### src/rtl/in_port.sv
// in_port: receiving end of a router-to-router link.
//   Incoming flits are buffered in one circular FIFO per virtual channel (VC).
//   The front flit of every VC goes to the switch allocator and the crossbar.
//   Each flit dequeued from VC v produces a one-cycle credit pulse on
//   credit_out[v] in the next cycle. This pulse returns the buffer slot to
//   the upstream out_port.
//   A per-VC IDLE/ACTIVE machine tracks head/tail framing. Sticky flags record
//   overflow and framing violations.
// Ports:
//   clk, rst      single clock; synchronous active-high reset
//   flit_in       incoming flit; bits [1:2] hold the type (10 head, 00 body,
//                 01 tail, 11 head+tail)
//   flit_valid    flit_in and vc_id are valid this cycle
//   vc_id         destination VC of flit_in
//   rd_en         per-VC dequeue request from the switch allocator
//   flit_out      front flit of every VC; VC v is bits [v*FLIT_SIZE+1 +: FLIT_SIZE]
//   vc_valid      VC FIFO non-empty
//   vc_head       VC idle and its front flit starts a packet (allocation request)
//   vc_busy       VC is inside a packet (ACTIVE)
//   credit_out    registered credit pulse per dequeued flit
//   err_overflow  sticky: a write hit a full VC
//   err_seq       sticky: a flit-type sequence violation was dequeued
module in_port #(
   parameter int FLIT_SIZE = 32,
   parameter int VC_SIZE   = 4,
   parameter int VC_W      = 2,
   parameter int BUF_DEPTH = 4
) (
   input  logic                          clk,
   input  logic                          rst,
   input  logic [1:FLIT_SIZE]            flit_in,
   input  logic                          flit_valid,
   input  logic [VC_W-1:0]               vc_id,
   input  logic [0:VC_SIZE-1]            rd_en,
   output logic [1:VC_SIZE*FLIT_SIZE]    flit_out,
   output logic [0:VC_SIZE-1]            vc_valid,
   output logic [0:VC_SIZE-1]            vc_head,
   output logic [0:VC_SIZE-1]            vc_busy,
   output logic [0:VC_SIZE-1]            credit_out,
   output logic                          err_overflow,
   output logic                          err_seq
);

   localparam int PTR_W = $clog2(BUF_DEPTH);
   localparam int CNT_W = PTR_W + 1;

   localparam logic [CNT_W-1:0] CNT_ZERO = {CNT_W{1'b0}};
   localparam logic [CNT_W-1:0] CNT_ONE  = CNT_W'(1);
   localparam logic [CNT_W-1:0] CNT_FULL = CNT_W'(BUF_DEPTH);
   localparam logic [PTR_W-1:0] PTR_ZERO = {PTR_W{1'b0}};
   localparam logic [PTR_W-1:0] PTR_ONE  = PTR_W'(1);

   localparam logic [1:0] TYPE_BODY = 2'b00;
   localparam logic [1:0] TYPE_TAIL = 2'b01;
   localparam logic [1:0] TYPE_HEAD = 2'b10;
   localparam logic [1:0] TYPE_HT   = 2'b11;

   typedef enum logic {
      IDLE   = 1'b0,
      ACTIVE = 1'b1
   } vc_state_t;

   logic [1:FLIT_SIZE] mem_r    [0:VC_SIZE-1][0:BUF_DEPTH-1];
   logic [PTR_W-1:0]   rd_ptr_r [0:VC_SIZE-1];
   logic [PTR_W-1:0]   wr_ptr_r [0:VC_SIZE-1];
   logic [CNT_W-1:0]   cnt_r    [0:VC_SIZE-1];
   vc_state_t          state_r  [0:VC_SIZE-1];
   vc_state_t          state_nxt_s [0:VC_SIZE-1];

   logic [1:FLIT_SIZE] front_s  [0:VC_SIZE-1];
   logic [1:0]         ftype_s  [0:VC_SIZE-1];
   logic [0:VC_SIZE-1] wr_fire_s;
   logic [0:VC_SIZE-1] rd_fire_s;
   logic [0:VC_SIZE-1] ovf_hit_s;
   logic [0:VC_SIZE-1] seq_hit_s;

   // Front flit of each VC, read combinationally at its read pointer.
   always_comb begin
      for (int v = 0; v < VC_SIZE; v++) begin
         front_s[v] = mem_r[v][rd_ptr_r[v]];
      end
   end

   // Pack the front flits onto flit_out and extract their type fields.
   always_comb begin
      flit_out = {(VC_SIZE*FLIT_SIZE){1'b0}};
      for (int v = 0; v < VC_SIZE; v++) begin
         flit_out[v*FLIT_SIZE+1 +: FLIT_SIZE] = front_s[v];
         ftype_s[v] = {front_s[v][1], front_s[v][2]};
      end
   end

   // Per-VC status and write/read qualification. Fullness is taken from
   // the count at the start of the cycle, so a same-cycle read on a full
   // VC does not make room for the incoming flit.
   always_comb begin
      logic nempty;
      logic full;
      logic hit;
      nempty    = 1'b0;
      full      = 1'b0;
      hit       = 1'b0;
      vc_valid  = {VC_SIZE{1'b0}};
      vc_head   = {VC_SIZE{1'b0}};
      vc_busy   = {VC_SIZE{1'b0}};
      wr_fire_s = {VC_SIZE{1'b0}};
      rd_fire_s = {VC_SIZE{1'b0}};
      ovf_hit_s = {VC_SIZE{1'b0}};
      for (int v = 0; v < VC_SIZE; v++) begin
         nempty       = (cnt_r[v] != CNT_ZERO);
         full         = (cnt_r[v] == CNT_FULL);
         hit          = flit_valid && (vc_id == VC_W'(v));
         vc_valid[v]  = nempty;
         // Head and head+tail both have the leading type bit set.
         vc_head[v]   = nempty && (state_r[v] == IDLE) && ftype_s[v][1];
         vc_busy[v]   = (state_r[v] == ACTIVE);
         wr_fire_s[v] = hit && !full;
         ovf_hit_s[v] = hit && full;
         rd_fire_s[v] = rd_en[v] && nempty;
      end
   end

   // Packet framing state machine, advanced only on a valid dequeue.
   always_comb begin
      for (int v = 0; v < VC_SIZE; v++) begin
         state_nxt_s[v] = state_r[v];
         seq_hit_s[v]   = 1'b0;
         if (rd_fire_s[v]) begin
            case (state_r[v])
               IDLE: begin
                  case (ftype_s[v])
                     TYPE_HEAD: state_nxt_s[v] = ACTIVE;
                     TYPE_HT:   state_nxt_s[v] = IDLE;
                     TYPE_BODY,
                     TYPE_TAIL: begin
                        state_nxt_s[v] = IDLE;
                        seq_hit_s[v]   = 1'b1;
                     end
                     default:   state_nxt_s[v] = IDLE;
                  endcase
               end
               ACTIVE: begin
                  case (ftype_s[v])
                     TYPE_BODY: state_nxt_s[v] = ACTIVE;
                     TYPE_TAIL: state_nxt_s[v] = IDLE;
                     // A head inside a packet is flagged but still opens a new packet.
                     TYPE_HEAD: begin
                        state_nxt_s[v] = ACTIVE;
                        seq_hit_s[v]   = 1'b1;
                     end
                     TYPE_HT: begin
                        state_nxt_s[v] = IDLE;
                        seq_hit_s[v]   = 1'b1;
                     end
                     default:   state_nxt_s[v] = state_r[v];
                  endcase
               end
               default: state_nxt_s[v] = IDLE;
            endcase
         end else begin
            state_nxt_s[v] = state_r[v];
         end
      end
   end

   // FIFO storage write; contents need no reset because pointers define validity.
   always_ff @(posedge clk) begin
      for (int v = 0; v < VC_SIZE; v++) begin
         if (wr_fire_s[v]) begin
            mem_r[v][wr_ptr_r[v]] <= flit_in;
         end
      end
   end

   // Pointers, occupancy, VC state, credit pulses and sticky error flags.
   always_ff @(posedge clk) begin
      if (rst) begin
         for (int v = 0; v < VC_SIZE; v++) begin
            rd_ptr_r[v] <= PTR_ZERO;
            wr_ptr_r[v] <= PTR_ZERO;
            cnt_r[v]    <= CNT_ZERO;
            state_r[v]  <= IDLE;
         end
         credit_out   <= {VC_SIZE{1'b0}};
         err_overflow <= 1'b0;
         err_seq      <= 1'b0;
      end else begin
         for (int v = 0; v < VC_SIZE; v++) begin
            if (wr_fire_s[v]) begin
               wr_ptr_r[v] <= wr_ptr_r[v] + PTR_ONE;
            end
            if (rd_fire_s[v]) begin
               rd_ptr_r[v] <= rd_ptr_r[v] + PTR_ONE;
            end
            case ({wr_fire_s[v], rd_fire_s[v]})
               2'b10:   cnt_r[v] <= cnt_r[v] + CNT_ONE;
               2'b01:   cnt_r[v] <= cnt_r[v] - CNT_ONE;
               default: cnt_r[v] <= cnt_r[v];
            endcase
            state_r[v] <= state_nxt_s[v];
         end
         credit_out   <= rd_fire_s;
         err_overflow <= err_overflow | (|ovf_hit_s);
         err_seq      <= err_seq | (|seq_hit_s);
      end
   end

endmodule

### config.mk
export PLATFORM = sky130hd
export DESIGN_NAME = in_port
export DESIGN_NICKNAME = d
export VERILOG_FILES = /design/src/rtl/in_port.sv
export SDC_FILE = /design/constraint.sdc
export NUM_CORES = 1
export LEC_CHECK = 0
export BUFFER_PORTS_ARGS = -buffer_cell sky130_fd_sc_hd__buf_2
export CAP_MARGIN = 5
export CORE_MARGIN = 3
export CORE_UTILIZATION = 50
export CTS_CLUSTER_DIAMETER = 200
export CTS_CLUSTER_SIZE = 30
export DETAILED_ROUTE_END_ITERATION = 6
export MAX_ROUTING_LAYER = met4
export PLACE_DENSITY_LB_ADDON = 0.25
export SLEW_MARGIN = 5
export SYNTH_ARGS = -nofsm -noshare
export SYNTH_HDL_FRONTEND = slang
export SYNTH_SLANG_ARGS = --single-unit
### constraint.sdc
create_clock -name clk -period 3.2 [get_ports clk]
set_clock_uncertainty 0.1 [all_clocks]
set_input_delay 0.32 -clock clk [delete_from_list [all_inputs] [get_ports clk]]
set_output_delay 0.32 -clock clk [all_outputs]
set_load 0.1 [all_outputs]
==> results of run 1 <==
==> cell usage after synthesis, drive strengths merged <==
master	count	area share
or4b	1	0.00048
nand3	2	0.00048
edfxtp	540	0.78
o21ai	1	0.00024
nand2b	11	0.0033
inv	24	0.0043
nor3b	5	0.0018
or3	3	0.00090
nand3b	1	0.00036
xnor2	8	0.0037
and2	12	0.0036
nor2b	2	0.00060
a21boi	1	0.00036
fa	3	0.0029
nand4	1	0.00030
or3b	1	0.00042
a22oi	1	0.00036
dfxtp	10	0.0096
buf	24	0.0071
nand2	11	0.0020
and3b	4	0.0017
clkbuf	18	0.0032
o21bai	4	0.0014
a21oi	10	0.0024
xor2	5	0.0021
a31oi	2	0.00090
nor2	16	0.0029
mux4	128	0.14
ha	27	0.016
a311oi	1	0.00072
mux2	1	0.00054
or2	1	0.00030
and3	4	0.0012
a211oi	4	0.0014
nor3	25	0.0060
==> layout by cell type, fill, tap and decap left out, types with 2 or more instances in the layout <==
master       n
nor3_1      25
nand2_1     11
dfxtp_1     10
buf_2      186
fa_1         3
mux4_2     128
nand3_1      2
clkbuf_1     8
and3_2       4
edfxtp_1   540
ha_1        27
and3b_1      4
xnor2_1      7
nor2b_1      2
clkbuf_16   23
inv_1       24
o21bai_1     4
nor2_1      16
xor2_1       5
nor3b_1      5
a21oi_1     10
or3_1        3
buf_12      11
nand2b_1    11
buf_4       24
and2_2      12
a211oi_1     4
==> per-stage QoR <==
stage,power (uW),hold slack [ns],setup slack (ns),cells
floorplan,11300,0.319,0.233,912
global placement,12000,0.444,0.585,1623
detailed placement,12000,0.450,0.518,1623
CTS,15300,0.00487,0.266,1656
global route,15700,0.0188,0.225,1656
finish,15200,0.0341,0.343,1656
==> final cells by class <==
| cell class | count | share of cell area |
|---|---|---|
| clock buffers | 31 | 0.0260 |
| clock inverters | 1 | 0.000860 |
| inverters | 24 | 0.00387 |
| multi-input cells | 296 | 0.178 |
| flip-flops and latches | 550 | 0.705 |
| well taps | 532 | 0.0286 |
| repair buffers | 222 | 0.0576 |
==> logic make-up after synthesis <==
logic type / Yosys count
buf+inv: 66
xor+xnor: 13
compound gates: 24
flops: 550
simple gates: 100
fa+ha+maj: 30
mux: 129
==> routing by layer <==
metal | vias up | share of wire | global-route usage | wire [um]
li1 | 4127 | - | - | -
met3 | 38 | 0.063 | 0.0397 | 2730
met1 | 5119 | 0.43 | 0.291 | 18700
met2 | 260 | 0.49 | 0.319 | 21100
met4 | 0 | 0.016 | 0.0316 | 682
met5 | - | 0 | - | 0
==> flip-flops by register name, summed over array words and instances, names as in the netlist <==
| name | cells |
|---|---|
| wr_ptr_r | 8 |
| mem_r | 512 |
| state_r | 4 |
| err_overflow | 1 |
| cnt_r | 12 |
| credit_out | 4 |
| err_seq | 1 |
| rd_ptr_r | 8 |
==> worst max-delay path by stage <==
stage | startpoint | end | slack (ns) | cells after the start
2_1_floorplan | cnt_r[2][2]$_SDFFCE_PN0P_ | cnt_r[2][2]$_SDFFCE_PN0P_ | 0.23 | 10
3_3_place_gp | cnt_r[1][0]$_SDFFCE_PN0P_ | cnt_r[1][2]$_SDFFCE_PN0P_ | 0.59 | 9
3_5_place_dp | cnt_r[1][0]$_SDFFCE_PN0P_ | cnt_r[1][2]$_SDFFCE_PN0P_ | 0.52 | 9
4_1_cts | rd_ptr_r[2][0]$_SDFFCE_PN0P_ | flit_out[96] | 0.27 | 3
5_1_grt | rd_ptr_r[2][0]$_SDFFCE_PN0P_ | flit_out[85] | 0.22 | 3
6_report | rd_ptr_r[2][0]$_SDFFCE_PN0P_ | flit_out[96] | 0.34 | 3
==> power by group through the flow <==
stage | logic [uW] | clock network (uW) | registers (uW)
2_1_floorplan | 2950 | 0 | 8340
3_3_place_gp | 3680 | 0 | 8300
3_5_place_dp | 3700 | 0 | 8310
4_1_cts | 3710 | 3470 | 8150
5_1_grt | 3810 | 3730 | 8170
6_report | 3670 | 3370 | 8150
==> critical path, stage by stage (launching register included) <==
cell and delay [ns]:
edfxtp_1 0.52, buf_4 0.43, mux4_2 0.61, buf_2 0.32
==> impl_results.md, run 1 <==
* Post-synthesis sequential area ratio at 0.787
* Number of port buffers at ~190
* Synthesized netlist cell count at roughly 910
* Worst hold stages at 3
* Area share of fa/ha/maj cells after synthesis at 0.0191
* # resized after CTS at 0
* Unrepaired setup endpoints after global routing: no
* Largest voltage drop on the vdd net at 538 uV
* Vert. Die Dim at 210 um
* Post-layout nets at roughly 1200
* Utilization after layout at 0.568
* I/O Pins at ~190
* Final weighted congestion in routability-driven placement at approximately 0.77
* Master cell of the clock root buffer: clkbuf_16
* CTS tree: done
* Placeable Area at 41000 um2
* Final slew viol count at 0
* Via/cell ratio at roughly 5.8
* Share of total power in the clock network at 0.222
* TritonRoute pass-1 iters at 4
* ANT nets after route at 0
* Max Fanout on Critical Path at 17
* Die footprint at 44200 um2
* Global-route wire length before repair at roughly 64000 um
* Depth of the worst register-to-register path at 9
* HP Class: in -> reg
* Worst-case headroom to the max-slew limit at 0.319
* Pin count of the biggest net entering global routing at 33
* Critical path startpoint category: flip-flop
* Maximum level of the CTS H-tree at 1
* Data arrival time at the worst-slack endpoint at roughly 2.4 ns
* Post-Syn Area at 20800 um2
* Number of violations of the max-capacitance limit at 0
* Synthesized netlist net count at roughly 1000
* Psw at approximately 5000 uW
* Initial standard-cell utilization of the core at 0.508
* Via count of the first global-routing pass at about 9600
* Hold-fix buffer count after cts at 1
* Antenna Diode Count at 0
* Number of buffers inserted during clock tree synthesis at 22
* Sum of negative setup slack at 0 ns
* Final period utilization at 0.893
* Final-report hold violation count at 0
* Wire length per cell after detailed routing at about 26 um
* Wire length after detailed routing at approximately 43000 um
* Final Critical Period at roughly 2.9 ns
* Area growth from synthesis to layout at 11.7%
* Switch share at 0.330
* Synth Warn # at 0
* Post-CTS setup repair buffer count at 0
* Layout cells sized above 1 at 0.351
* Run status: finished, final reports clean
* Overflow after GRT at 0
* Kind of critical path: reg -> out
* Overall via count from detail_route at between 9000 and 10000
* Clock insertion delay at the later pin of the skew report at 0.55 ns
* Worst Tran Pin Value at 1.02 ns
* Detail Placement HPWL at 28200 um
* Static leakage power at approximately 0.0076 uW
* Data required time of the critical path at 2.78 ns
* Clock transition time at the flip-flop clock pins of the worst setup and hold paths at approximately 0.12 ns
* Area share of xor/xnor cells in the synthesized design at 0.00582
* Share of synthesized area spent on multiplexers at 0.139
* Final setup violating endpoints at 0
* Reg power frac at 0.537
* Crit. End Element: output pin
* Number of cell rows at between 70 and 80
* Register area at approximately 16000 um2
* Overall Global Routing Usage at 0.204
* Min-Delay Endpoint: credit_out[1]$_SDFF_PP0_
* #FFs+latches synth at 550
* Die width at 210 um
* Flop2flop setup slack at just over 0.5 ns
* Number of clock sinks at 550
* Worst R2R Start: cnt_r[1][0]$_SDFFCE_PN0P_
* Simple-gate portion of the synthesized area at 0.0263
* Antenna violations before repair at 0
* Compound-cell area share of the yosys netlist at 0.00786
* Number of design-rule violations left by the first detailed-router iteration at 893
* Worst hold start: rd_en[1]
* Combinational family with the most area after synthesis: multiplexers
* Synthesized area per cell at 22.9 um2
* Internal power consumption at roughly 10000 uW
* Power density over cell area at 652 nW/um2
* Fmax achieved at between 0.3 and 0.4 GHz
* Worst reg2reg endpoint: cnt_r[1][2]$_SDFFCE_PN0P_
* Count of cell types in the netlist at 39
* Layout Cell Area excl Fill at around 23000 um2
* Placed Instance Area at around 23000 um2
* Area of the multi-input gates at approximately 4100 um2
* Number of buffers between clock root and the deepest sink at 3
* Detailed-route DRC error count at 0
* Combinational fraction of design power at 0.241
* Final-layout fill cell count at about 3000
(Power assumes the default switching activity.)
==> run 2: changes to the inputs <==
==> constraint.sdc (replaced) <==
create_clock -name clk -period 3.2 [get_ports clk]
set_clock_uncertainty 0.1 [all_clocks]
set_input_delay 0.64 -clock clk [delete_from_list [all_inputs] [get_ports clk]]
set_output_delay 0.64 -clock clk [all_outputs]
set_load 0.1 [all_outputs]
==> run 2 against run 1 <==
Compared with the run above:
- total power about the same
- global-route usage decreased by 0.54 points
- combinational power about the same
- cell count decreased by 0.12%
- maximum frequency decreased by 5.8%
- die area unchanged
- clock power about the same
- first-iteration DRC count decreased by 25%
- worst hold slack improved by 0.25 ns
- wire length decreased by 2.8%
- critical endpoint is now flit_out[66]
- largest power group unchanged
- highest routed layer unchanged
==> impl_results.md, run 2 (synthesis gave the netlist of run 1 again) <==
* Max Fanout on Critical Path at 16 (was 17)
* Psw at 4990 uW (was 5010 uW)
* Switch share at 0.329 (was 0.330)
* Overall Global Routing Usage at 0.198 (was 0.204)
* Layout Cell Area excl Fill at 23400 um2 (was 23300 um2)
* Detail Placement HPWL at 26800 um (was 28200 um)
* Static leakage power at 0.00765 uW (was 0.00764 uW)
* Power density over cell area at 650 nW/um2 (was 652 nW/um2)
* Number of port buffers at 186 (unchanged)
* Post-layout nets at 1185 (was 1187)
* Critical path startpoint category: flip-flop (unchanged)
* Layout Cells excl Fill at 1654 (was 1656)
* Crit. End Element: output pin (unchanged)
* Detailed-route DRC error count at 0 (unchanged)
* Master cell of the clock root buffer: clkbuf_16 (unchanged)
* Number of cell rows at 74 (unchanged)
* Largest voltage drop on the vdd net at 476 uV (was 538 uV)
* Number of design-rule violations left by the first detailed-router iteration at 673 (was 893)
* Number of buffers inserted during clock tree synthesis at 22 (unchanged)
* Final slew viol count at 0 (unchanged)
* Area growth from synthesis to layout at 12.0% (was 11.7%)
* Clock insertion delay at the later pin of the skew report at 0.56 ns (was 0.55 ns)
* Initial standard-cell utilization of the core at 0.508 (unchanged)
* Placed insts at 1622 (was 1623)
* Data arrival time at the worst-slack endpoint at 2.29 ns (was 2.44 ns)
* Final Critical Period at 3.03 ns (was 2.86 ns)
* Wire length per cell after detailed routing at 25.4 um (was 26.1 um)
* Final period utilization at 0.948 (was 0.893)
* Placed Instance Area at 22700 um2 (was 22600 um2)
* Overflow after GRT at 0 (unchanged)
* Hold-fix buffer count after cts at 0 (was 1)
* Final-report hold violation count at 0 (unchanged)
* Number of violations of the max-capacitance limit at 0 (unchanged)
* Final setup violating endpoints at 0 (unchanged)
* Maximum level of the CTS H-tree at 1 (unchanged)
* Fmax achieved at 0.330 GHz (was 0.350 GHz)
* Via count of the first global-routing pass at 9654 (was 9592)
* Layout cells sized above 1 at 0.351 (about the same)
* Via/cell ratio at 5.71 (was 5.76)
* ANT nets after route at 0 (unchanged)
* I/O Pins at 187 (unchanged)
* Internal power consumption at 10200 uW (about the same)
* Clock transition time at the flip-flop clock pins of the worst setup and hold paths at 0.12 ns (about the same)
* Data required time of the critical path at 2.46 ns (was 2.78 ns)
* Worst-case headroom to the max-slew limit at 0.641 (was 0.319)
* Combinational fraction of design power at 0.241 (about the same)
* Sum of negative setup slack at 0 ns (unchanged)
* Run status: finished, final reports clean (unchanged)
* # resized after CTS at 0 (unchanged)
* Reg power frac at 0.537 (about the same)
* CTS tree: done (unchanged)
* Flop2flop setup slack at 0.52 ns (was 0.51 ns)
* TritonRoute pass-1 iters at 5 (was 4)
* Number of flip-flops in the largest register at 512 (unchanged)
* Post-CTS setup repair buffer count at 0 (unchanged)
* Top library cells by usage in the layout, fill and taps aside: edfxtp_1 (540), buf_2 (186), mux4_2 (128) (unchanged)
* Commonest non-fill, non-tap cell in the layout: edfxtp_1 (unchanged)
* Vert. Die Dim at 210 um (unchanged)
* Number of buffers between clock root and the deepest sink at 3 (unchanged)
* Kind of critical path: reg -> out (unchanged)
* Unrepaired setup endpoints after global routing: no (unchanged)
* HP Class: in -> reg (unchanged)
* Number of clock sinks at 550 (unchanged)
* Antenna Diode Count at 0 (unchanged)
* Share of total power in the clock network at 0.222 (about the same)
* Die footprint at 44200 um2 (unchanged)
* Overall via count from detail_route at 9448 (was 9544)
* Wire length after detailed routing at 42000 um (was 43200 um)
* Worst Tran Pin Value at 0.543 ns (was 1.02 ns)
* Final weighted congestion in routability-driven placement at 0.746 (was 0.771)
* Utilization after layout at 0.569 (was 0.568)
* Pin count of the biggest net entering global routing at 33 (unchanged)
* Placeable Area at 41000 um2 (unchanged)
* Die width at 210 um (unchanged)
* Antenna violations before repair at 0 (unchanged)
* Global-route wire length before repair at 63000 um (was 64300 um)
## run 2: cell types whose count changed in the layout (fill, tap and decap cells not counted), sizes merged
cell	previous run	this run
buf	221	220
dlygate4sd3	1	0
## run 2: power groups by stage
stage | Sequential (uW) | Clock (uW) | Combinational [uW]
finish | 8150 | 3370 | 3660
global route | 8170 | 3720 | 3810
CTS | 8150 | 3490 | 3700
detailed placement | 8320 | 0 | 3700
global placement | 8310 | 0 | 3680
floorplan | 8340 | 0 | 2950
## run 2: per-layer routing
metal  vias to the layer above  GRT usage  wire [um]
met1                      5076      0.281      18500
met2                       216      0.316      20600
li1                       4119          -          -
met5                         -          -          0
met3                        37     0.0338       2230
met4                         0     0.0328        627
## run 2: worst max-delay path: stages (launching register included)
cell	delay [ns]
edfxtp_1	0.45
buf_4	0.37
mux4_2	0.59
buf_2	0.32
## run 2: final timing paths
kind | startpoint | to | cells after the start
worst max-delay path | rd_ptr_r[2][0]$_SDFFCE_PN0P_ | flit_out[66] | 3
worst min-delay path | flit_valid | err_overflow$_SDFF_PP0_ | 3
worst max register to register | cnt_r[1][0]$_SDFFCE_PN0P_ | cnt_r[1][2]$_SDFFCE_PN0P_ | 9
worst min register to register | err_overflow$_SDFF_PP0_ | err_overflow$_SDFF_PP0_ | 2
## run 2: through the flow
step	total power [uW]	setup slack, ns	hold slack, ns
finish	15200	0.166	0.281
global route	15700	0.00319	0.256
CTS	15300	0.0570	0.248
detailed placement	12000	0.464	0.423
global placement	12000	0.505	0.408
floorplan	11300	0.173	0.426
## run 2: final cells by class
type	count	area [um2]
timing repair buffer	220	1420
multi-input combinational	296	4150
fill	3038	17700
clock inverter	1	20.0
sequential	550	16400
clock buffer	31	606
inverter	24	90.1
tap	532	666
